### config.mk
export PLATFORM = sky130hd
export DESIGN_NAME = ahb_arbiter
export DESIGN_NICKNAME = d
export VERILOG_FILES = /design/src/rtl/ahb_pkg.sv /design/src/rtl/ahb_rr_pick.sv /design/src/rtl/ahb_arbiter.sv
export SDC_FILE = /design/constraint.sdc
export NUM_CORES = 1
export LEC_CHECK = 0
export CORE_MARGIN = 8
export CORE_UTILIZATION = 56
export CTS_CLUSTER_DIAMETER = 150
export DETAILED_ROUTE_END_ITERATION = 12
export PLACE_DENSITY = 0.84
export SYNTH_ARGS = -nofsm -noshare
export SYNTH_HDL_FRONTEND = slang
export SYNTH_HIERARCHICAL = 1
export SYNTH_SLANG_ARGS = --single-unit
### constraint.sdc
create_clock -name HCLK -period 4.5 [get_ports HCLK]
set_input_delay 0.9 -clock HCLK [delete_from_list [all_inputs] [get_ports HCLK]]
set_output_delay 0.9 -clock HCLK [all_outputs]
set_load 0.05 [all_outputs]
### src/rtl/ahb_pkg.sv
// Shared AHB definitions: HTRANS encodings, arbiter state type and a
// one-hot to index helper used by the arbiter.
package ahb_pkg;

    typedef enum logic [1:0] {
        HTRANS_IDLE   = 2'b00,
        HTRANS_BUSY   = 2'b01,
        HTRANS_NONSEQ = 2'b10,
        HTRANS_SEQ    = 2'b11
    } htrans_t;

    typedef enum logic [1:0] {
        ARB_PARK = 2'd0,
        ARB_OWN  = 2'd1,
        ARB_LOCK = 2'd2
    } arb_state_t;

    localparam int unsigned ARB_PORTS = 4;

    function automatic logic [1:0] onehot_to_idx(input logic [3:0] oh);
        logic [1:0] idx;
        idx = '0;
        for (int i = 0; i < 4; i++) begin
            if (oh[i]) idx = 2'(i);
        end
        return idx;
    endfunction

endpackage

### src/rtl/ahb_rr_pick.sv
// Combinational 4-way round-robin picker: first set request bit found when
// searching upward (with wrap) from the start index.
module ahb_rr_pick
    import ahb_pkg::*;
(
    input  logic [3:0] req,
    input  logic [1:0] start,
    output logic       valid,
    output logic [1:0] idx
);

    logic [1:0] cand;

    // Walk offsets high to low so the smallest offset from start wins.
    always_comb begin
        valid = 1'b0;
        idx   = start;
        cand  = start;
        for (int i = ARB_PORTS - 1; i >= 0; i--) begin
            cand = start + 2'(i);
            if (req[cand]) begin
                valid = 1'b1;
                idx   = cand;
            end
        end
    end

endmodule

### src/rtl/ahb_arbiter.sv
// Four-master AHB bus arbiter with parking, round-robin handover, idle-owner
// timeout and locked-transfer hold. All state advances only when HREADY=1.
module ahb_arbiter
    import ahb_pkg::*;
#(
    parameter int NUM_MASTERS    = 4,
    parameter int DEFAULT_MASTER = 0,
    parameter int IDLE_TIMEOUT   = 4
) (
    input  logic       HCLK,
    input  logic       HRESETn,
    input  logic [3:0] HBUSREQ,
    input  logic [3:0] HLOCK,
    input  logic [1:0] HTRANS,
    input  logic       HREADY,
    output logic [3:0] HGRANT,
    output logic [1:0] HMASTER,
    output logic       HMASTLOCK
);

    if (NUM_MASTERS != 4) begin : g_bad_cfg
        $error("ahb_arbiter supports only NUM_MASTERS = 4");
    end

    localparam logic [3:0] DEFAULT_GRANT = 4'(4'b0001 << DEFAULT_MASTER);
    localparam logic [1:0] DEFAULT_IDX   = 2'(DEFAULT_MASTER);
    localparam logic [2:0] TIMEOUT_LAST  = 3'(IDLE_TIMEOUT - 1);

    arb_state_t state, state_next;
    logic [3:0] grant_next;
    logic [1:0] last, last_next;
    logic [2:0] idle_cnt, idle_next;
    logic [3:0] owner_mask;
    logic [3:0] pick_req;
    logic       pick_valid;
    logic [1:0] pick_idx;
    logic [1:0] grant_idx;
    logic       idle_inc;
    logic       timeout;

    // The last owner is the current owner while in OWN or LOCK.
    assign owner_mask = 4'(4'b0001 << last);
    assign pick_req   = (state == ARB_OWN) ? (HBUSREQ & ~owner_mask) : HBUSREQ;
    assign grant_idx  = onehot_to_idx(HGRANT);
    assign idle_inc   = (state == ARB_OWN) && (HTRANS == HTRANS_IDLE) &&
                        (|(HBUSREQ & ~owner_mask));
    assign timeout    = idle_inc && (idle_cnt == TIMEOUT_LAST);

    ahb_rr_pick u_pick (
        .req   (pick_req),
        .start (last + 2'd1),
        .valid (pick_valid),
        .idx   (pick_idx)
    );

    always_comb begin
        state_next = state;
        grant_next = HGRANT;
        last_next  = last;
        idle_next  = '0;
        case (state)
            ARB_PARK: begin
                grant_next = DEFAULT_GRANT;
                if (pick_valid) begin
                    grant_next = 4'(4'b0001 << pick_idx);
                    last_next  = pick_idx;
                    state_next = ARB_OWN;
                end
            end
            ARB_OWN: begin
                if ((HTRANS == HTRANS_NONSEQ) && HLOCK[last]) begin
                    state_next = ARB_LOCK;
                end else if (!HBUSREQ[last] || timeout) begin
                    if (pick_valid) begin
                        grant_next = 4'(4'b0001 << pick_idx);
                        last_next  = pick_idx;
                    end else begin
                        grant_next = DEFAULT_GRANT;
                        state_next = ARB_PARK;
                    end
                end else if (idle_inc) begin
                    idle_next = idle_cnt + 3'd1;
                end
            end
            ARB_LOCK: begin
                // Re-arbitration, if the owner also let go, happens once back in OWN.
                if (!HLOCK[last]) state_next = ARB_OWN;
            end
            default: begin
                state_next = ARB_PARK;
                grant_next = DEFAULT_GRANT;
            end
        endcase
    end

    always_ff @(posedge HCLK or negedge HRESETn) begin
        if (!HRESETn) begin
            state     <= ARB_PARK;
            HGRANT    <= DEFAULT_GRANT;
            HMASTER   <= DEFAULT_IDX;
            HMASTLOCK <= 1'b0;
            idle_cnt  <= '0;
            last      <= 2'd3;
        end else if (HREADY) begin
            state     <= state_next;
            HGRANT    <= grant_next;
            HMASTER   <= grant_idx;
            HMASTLOCK <= HLOCK[grant_idx];
            idle_cnt  <= idle_next;
            last      <= last_next;
        end
    end

endmodule

==> impl_results.md <==
- Non-filler instance count after layout: 170
- Final min period: 3.01 ns
- Maximum root-to-sink buffer count: 2
- CTS tree: built
- Max IR drop VDD: 0.439 mV
- Max Clock Freq: 0.332 GHz
- Ys Warns: 6
- # setup viols final: 0
- Root Buffer: clkbuf_4
- Clock transition at the registers of the reported paths: 0.08 ns
- Placed wire-length estimate: 2.18 mm
- Synthesized Nets: 144
- First-pass GRT wire length: 4.70 mm
- Die Y: 61.1 microns
- Netlist cell types: 40
- Post-Syn Area per Cell: 9.11 sq um
- Worst-margin pin slew: 0.657 ns
- Final Total Pwr: 949 uW
- Crit share post-route: 0.669
- Drt pass-1 iters: 4
- Worst setup EP type: flop
- R2R depth: 10
- Vias per std cell: 6.01
- Number of port buffers: 19
- I/O Pins: 20
- PostCTS Resize Cnt: 0
- Post-Synthesis Cells: 125
- Worst path required time: 4.73 ns
- Clock Latency Late Sink: 0.28 ns
- Worst hold stages: 1
- Overflow after GRT: 0
- Core footprint: 0.00194 sq mm
- Drc violations: 0
- Postcts setup bufs: 0
- Final hold vios: 0
- Critical Path Start Type: input port
- MaxCap Viol Count: 0
- Vias in the first global route: 1012
- Critical path depth: 8
- Commonest non-fill, non-tap cell in the layout: clkdlybuf4s50_1
- Hold buffers post-CTS: 0
- RSZ-0062 raised after global routing: false
- Routed wire per std cell: 16.6 microns
- Final Util: 0.702
- #FFs+latches synth: 14
- # clock sinks: 14
- Ratio of cells with drive above 1 in the final layout: 0.147
- Starting DRT DRC Count: 30
- Placed insts: 166
- FILL cells: 176
- Synth Cell Area: 0.00114 sq mm
- Hold Slack: 0.484 ns
- N_diodes: 0
- CTS Buf Count: 3
- CP arrival: 3.24 ns
- WL final: 2.83 mm
- Crit Path Max Fanout: 6
- Post-layout nets: 163
- Leakage: 0.582 nW
- Layout overhead on the synthesized area: 19.8%
- Seq/Total Area, Yosys: 0.311
- Setup TNS: 0 ns
- Vias: 1022
- Pin count of the biggest net entering global routing: 17
- Commonest non-fill, non-tap cells in the layout: 19 x clkdlybuf4s50_1, 17 x nand2_1, 11 x dfrtp_1, 10 x inv_1, 10 x nor2_1
- Bufs and invs on worst path: 1
- Delay-heaviest family, CP: simple AND/OR/NAND/NOR gates
- Pwr/cell area: 696 mW/mm^2
- Max H-tree Level: 1
- Fin Clk Skew: 0.00112 ns
- Crit Path Category: input port to flop
- Die ar.: 0.00373 sq mm
- Max Slew Vio Count: 0
- Min-delay worst type: flop to flop
- Slowest stage delay, CP: 0.54 ns
- Initial antenna violation count: 0
- GP Congestion: 0.823
- Total track usage: 0.167
- Starting Density: 0.586
- CP Cell Sequence: clkdlybuf4s50_1 > a21boi_0 > and3b_1 > or4_1 > nand2_1 > nand3_1 > mux2i_1 > a311o_1
- Slowest CP cell: a21boi_0
- Outcome: completed
- Routed Antenna Nets: 0
- Die X: 61.1 microns
- Slew HR: 0.561
- # rows: 16
-- path summary, 6_finish.rpt --
check                                              from                      end  slack, ns
worst max-delay path                         HBUSREQ[3]      last[1]$_DFFE_PN1P_       1.49
worst min-delay path            idle_cnt[0]$_DFFE_PN0P_  idle_cnt[0]$_DFFE_PN0P_       0.48
worst max register to register      last[0]$_DFFE_PN1P_      last[0]$_DFFE_PN1P_       1.70
worst min register to register  idle_cnt[0]$_DFFE_PN0P_  idle_cnt[0]$_DFFE_PN0P_       0.48
max in group asynchronous                       HRESETn     state[1]$_DFFE_PN0P_       3.07
min in group asynchronous                       HRESETn    HGRANT[1]$_DFFE_PN0P_       1.01
-- cell type report --
class	count	area, sq um	share of cell area
Multi-Input combinational cell	96	712	0.522
Sequential cell	14	354	0.260
Timing Repair Buffer	19	190	0.139
Inverter	10	37.5	0.0275
Clock buffer	4	36.3	0.0266
Tap cell	27	33.8	0.0248
-- where the power goes --
group	total (mW)	internal, mW	switching (mW)
combinational	0.604	0.251	0.353
clock	0.0911	0.0493	0.0418
sequential	0.254	0.181	0.0724
-- cells in the mapped netlist --
cell type	instances	share of area
a2111oi_4	1	0.024
a21boi_0	4	0.026
a21oi_1	5	0.022
a2bb2oi_1	1	0.0077
a311o_1	1	0.0088
a311o_2	1	0.0099
and2_0	1	0.0055
and2b_1	1	0.0066
and2b_2	4	0.031
and3b_1	2	0.015
buf_1	1	0.0033
buf_2	1	0.0044
buf_6	2	0.020
clkbuf_1	1	0.0033
dfrtp_1	11	0.24
dfstp_2	3	0.069
ha_1	6	0.066
inv_1	10	0.033
mux2i_1	5	0.044
mux4_2	2	0.040
nand2_1	17	0.056
nand3_1	3	0.013
nand3b_1	2	0.013
nor2_1	10	0.033
nor2b_1	1	0.0055
nor2b_2	1	0.0077
nor2b_4	1	0.012
nor3_1	2	0.0088
o2111ai_1	1	0.0077
o211ai_1	5	0.033
o21a_4	1	0.013
o21ai_0	7	0.031
o221a_2	1	0.0099
o22ai_1	2	0.011
o31a_1	1	0.0077
o31ai_1	3	0.020
o41a_1	1	0.0099
o41ai_2	1	0.014
or2_2	1	0.0055
or4_1	1	0.0066
-- metal layers --
layer	up-vias	track usage	share of wire
met5	-	0	0
met4	0	0.0631	0.011
met3	5	0.0397	0.046
met2	21	0.297	0.52
met1	507	0.186	0.42
li1	489	-	-
-- kinds of logic after synthesis --
group / Yosys count / share of synthesized area
compound gates: 36 / 0.256
fa+ha+maj: 6 / 0.0659
buf+inv: 15 / 0.0637
flops: 14 / 0.311
mux: 7 / 0.0835
simple gates: 47 / 0.220
-- sequential cells by signal (all words and copies together) (netlist names) --
signal / cells
HGRANT: 4
idle_cnt: 3
HMASTER: 2
last: 2
state: 2
HMASTLOCK: 1
-- through the flow --
step | setup WS [ns] | cell area [sq um]
2_1_floorplan | 2.02 | 1140
3_3_place_gp | 1.39 | 1330
3_5_place_dp | 1.24 | 1330
4_1_cts | 1.53 | 1360
5_1_grt | 1.38 | 1360
6_report | 1.49 | 1360
Power figures use the tool's default switching activity.
